**src/rtl/bcd_to_binary.sv**
```systemverilog
// Sequential 3-digit BCD (0..255) to 8-bit binary converter, reverse double-dabble over 8 iterations.
// Optional input legality check enabled by defining BCD2BIN_CHECK_EN.
module bcd_to_binary (
  input  logic       clk,
  input  logic       rst_n,
  input  logic       in_valid,
  output logic       in_ready,
  input  logic [1:0] HUNDREDS,
  input  logic [3:0] TENS,
  input  logic [3:0] ONES,
  output logic       out_valid,
  output logic [7:0] B,
  output logic       err
);

  typedef enum logic [1:0] {IDLE, SHIFT, DONE} state_t;

  state_t      state, state_nxt;
  logic [17:0] work, work_sh;
  logic [2:0]  cnt;
  logic [7:0]  b_res;
  logic        last;

  assign last      = (cnt == 3'd7);
  assign in_ready  = (state == IDLE);
  assign out_valid = (state == DONE);

  // One iteration: shift right, then pull 3 out of any BCD digit that reached 8.
  always_comb begin
    work_sh = {1'b0, work[17:1]};
    if (work_sh[15:12] >= 4'd8) work_sh[15:12] = work_sh[15:12] - 4'd3;
    if (work_sh[11:8]  >= 4'd8) work_sh[11:8]  = work_sh[11:8]  - 4'd3;
  end

  always_ff @(posedge clk or negedge rst_n) begin
    if (!rst_n) state <= IDLE;
    else        state <= state_nxt;
  end

  always_comb begin
    state_nxt = state;
    case (state)
      IDLE:    if (in_valid) state_nxt = SHIFT;
      SHIFT:   if (last)     state_nxt = DONE;
      DONE:    state_nxt = IDLE;
      default: state_nxt = IDLE;
    endcase
  end

  always_ff @(posedge clk or negedge rst_n) begin
    if (!rst_n) begin
      work <= '0;
      cnt  <= '0;
      B    <= '0;
    end else begin
      case (state)
        IDLE: if (in_valid) begin
          work <= {HUNDREDS, TENS, ONES, 8'h00};
          cnt  <= '0;
        end
        SHIFT: begin
          work <= work_sh;
          cnt  <= cnt + 3'd1;
          if (last) B <= b_res;
        end
        default: ;
      endcase
    end
  end

`ifdef BCD2BIN_CHECK_EN
  logic [7:0] tens_ones;
  logic       err_ld, err_q;

  // Only meaningful for legal digits; any overflow here coincides with an illegal digit.
  assign tens_ones = {4'b0, TENS} * 8'd10 + {4'b0, ONES};
  assign err_ld    = (TENS > 4'd9) || (ONES > 4'd9) || (HUNDREDS == 2'd3) ||
                     ((HUNDREDS == 2'd2) && (tens_ones > 8'd55));
  assign b_res     = err_q ? 8'h00 : work_sh[7:0];

  always_ff @(posedge clk or negedge rst_n) begin
    if (!rst_n) begin
      err_q <= 1'b0;
      err   <= 1'b0;
    end else begin
      if (state == IDLE && in_valid) err_q <= err_ld;
      if (state == SHIFT && last)    err   <= err_q;
    end
  end
`else
  assign b_res = work_sh[7:0];
  assign err   = 1'b0;
`endif

endmodule

```
**config.mk**
```make
export PLATFORM = sky130hd
export DESIGN_NAME = bcd_to_binary
export DESIGN_NICKNAME = d
export VERILOG_FILES = /design/src/rtl/bcd_to_binary.sv
export SDC_FILE = /design/constraint.sdc
export NUM_CORES = 1
export LEC_CHECK = 0
export CORE_AREA = 10 10 68 70
export CTS_BUF_LIST = sky130_fd_sc_hd__clkbuf_16
export CTS_CLUSTER_SIZE = 8
export DETAILED_ROUTE_END_ITERATION = 10
export DIE_AREA = 0 0 78 80
export PLACE_DENSITY = 0.65
export SLEW_MARGIN = 0
export SYNTH_ARGS = -nofsm -noshare
export SYNTH_HDL_FRONTEND = slang
export SYNTH_SLANG_ARGS = --single-unit
```
**constraint.sdc**
```tcl
create_clock -name clk -period 1.5 [get_ports clk]
set_input_delay 0.3 -clock clk [delete_from_list [all_inputs] [get_ports clk]]
set_output_delay 0.3 -clock clk [all_outputs]
set_load 0.02 [all_outputs]
```
==> results.toml <==
[worst_setup_path]
path_class = "reg2out"
path_delay_family = "flip-flops"
crit_buf_inv = 1
cp-end-kind = "output port"
path_cells = "nor2_1, clkdlybuf4s15_1"
cp_max_fo = 4
crit_slowest_cell = "dfrtp_1"
cp.required_ns = 1.20
critPathLaunchType = "flip-flop"
slowest_delay_ns = 0.43
cp.arrival_ns = 1.16

[yosys]
synth-warning-count = 0
synth_top_area_share_pct = 52.9
synth-seq-area-share_pct = 52.9
netlist_area_um2 = 1420
synthTopCellsByCount = "dfrtp_1, a22o_1, mux2_2, nand2_1"
yosysTopAreaCell = "dfrtp_1"
avgSynthCellArea_um2 = 11.4
synth_seq_cells = 30
ys.flop_type = "dfrtp_1"
synth_async_sr_flop_share_pct = 100
synth.most_common_cell = "dfrtp_1"
ys_types = 32
syn_inst = 125
synth_area_leaders = "dfrtp_1, mux2_2, a22o_1, ha_1, xnor2_1"
synth_nets = 144
synth_edf_count = 0

[power]
combPwrFrac_pct = 39.6
p_int_uw = 2570
power.switching_uw = 1350
power_density_nw_per_um2 = 2090
power_leakage_uw = 0.000902
clkPwrFrac_pct = 23.1
swShare_pct = 34.4
ir_drop_mv = 0.874
seqPwrFrac_pct = 37.2

[finish]
fin_nets = 175
fillerInstances = 281
instances_no_fill = 202
diodes = 0
area_growth_pct = 32.1
drive_gt1_share_pct = 15.4

[sta]
hold_viol = 0
finalMaxSlewViolations = 0
whs_ns = 0.390
layout_min_cycle_time_ns = 1.46
skew_ns = 0.00736
setup_viol_count_final = 0
fmax_mhz = 686
setup_tns_ns = 0
fin_crit_sh_pct = 97.2

[global_routing]
antenna_found_initial = 0
overflow = 0
grt_max_degree = 31
grt_pass1_vias = 1076
grt_pass1_wl_mm = 5.41
grt_use_total_pct = 11.1

[placement]
dp.cells = 195
place.gp.congestion = 0.763
dp_hpwl_mm = 2.17
port_buffers = 22

[routing]
post_drt_wl_per_cell_um = 15.5
firstDrtPassIters = 2
drt_iter0_drc = 116
drt-total-wl_mm = 3.13
antenna_left = 0
drc = 0
vias = 1034
viasPerCell = 5.12

[clock_network]
cts_hold_buf = 0
cts-root-buf = "clkbuf_16"
path_clk_slew_ns = 0.05
clkLatencyLatePin_ns = 0.27
cts_buffers = 5
clk_path_buf_depth = 2
htreeDepth = 2
cts_tree = "built"
cts_sinks = 30

[floorplan]
core_area_um2 = 3280
start_util_pct = 43.2
std_cell_rows = 21
dieArea_um2 = 6240
die_width_um = 78
ios = 24
die_height_um = 80

[run_status]
status = "completed"

[worst_hold_path]
hp-class = "in2async"

[flow_run]
drv_cap = 0
worst paths after layout:
kind	end	cells past startpoint	slack, ns	start
hold reg to reg	cnt[2]	1	0.50	cnt[2]
max in group asynchronous	B[0]	2	0.94	rst_n
setup / recovery	in_ready	2	0.04	state[1]
min in group clk	cnt[2]	1	0.50	cnt[2]
hold / removal	work[10]	2	0.39	rst_n
setup reg to reg	B[1]	4	0.08	cnt[0]
stage by stage:
stage               utilization (%)  total power, uW  setup WS, ns  cell area, um2
floorplan                         -             2490         0.137            1420
global placement               53.3             3050        0.0234            1750
detailed placement             53.3             3110       -0.0484            1750
CTS                            56.9             3970       0.00579            1870
global route                   57.1             4220      -0.00314            1880
finish                         57.1             3920        0.0420            1880
worst reg2reg max path, stage by stage, from the launching register on:
cell and delay [ns]:
dfrtp_1 0.39, ha_1 0.21, ha_1 0.22, nand2_4 0.14, mux2_2 0.35
layer usage:
metal / part of all wire [%] / global-route usage [%] / vias to the layer above
met5: 0 / 0 / -
met4: 2.2 / 6.45 / 0
met3: 5.3 / 4.84 / 6
met2: 45 / 15.8 / 23
met1: 47 / 13.5 / 501
li1: - / - / 504
cells by family (layout without fill, tap and decap cells):
logic type      count (synthesis)  after routing  synth area share, %
simple gates                   27             27                 9.34
xor+xnor                        4              4                 2.47
mux                             9              9                 7.05
flops                          30             30                 52.9
buf+inv                        14             45                 4.76
other cells                     1              1                0.264
compound gates                 34             34                 18.0
fa+ha+maj                       6              6                 5.29
sequential cells by signal (all words and copies together), names as in the netlist:
signal and count:
cnt 3, B 8, work 17, state 2
power by group through the flow:
stage	logic [uW]	registers, uW	clock network (uW)
2_1_floorplan	991	1500	0
3_3_place_gp	1590	1450	0
3_5_place_dp	1640	1470	0
4_1_cts	1570	1460	937
5_1_grt	1730	1520	973
6_report	1550	1460	907
layout make-up:
type	count	area (um2)	area share (%)
clock buffer	5	125	6.67
clock inverter	2	7.51	0.400
inverter	7	26.3	1.40
multi-input combinational	81	607	32.4
sequential	30	751	40.0
tap	46	57.6	3.07
timing repair buffer	31	302	16.1
cell usage in the layout (no fill, tap or decap), types with 2 or more instances in the layout:
cell type        count
buf_4                6
clkdlybuf4s50_1     12
o22ai_1              3
o21ai_0              4
a22o_1               9
nand2b_1             3
a221oi_1             3
dfrtp_1             30
o22a_1               2
a2bb2oi_1            2
dlygate4sd2_1        8
mux2_2               8
nor2_1               7
a31oi_1              3
inv_1                9
clkbuf_16            5
nor2b_1              4
a21oi_1              3
ha_1                 6
buf_12               2
xnor2_1              4
nand2_1              8
timing repair:
action	in CTS	in global routing
setup buffers	0	0
pin swaps	0	0
cloned	0	0
hold endpoints to repair	0	0
setup endpoints to repair	10	10
gates resized for setup	10	5
Note: power is estimated with default switching activity, not from simulation.
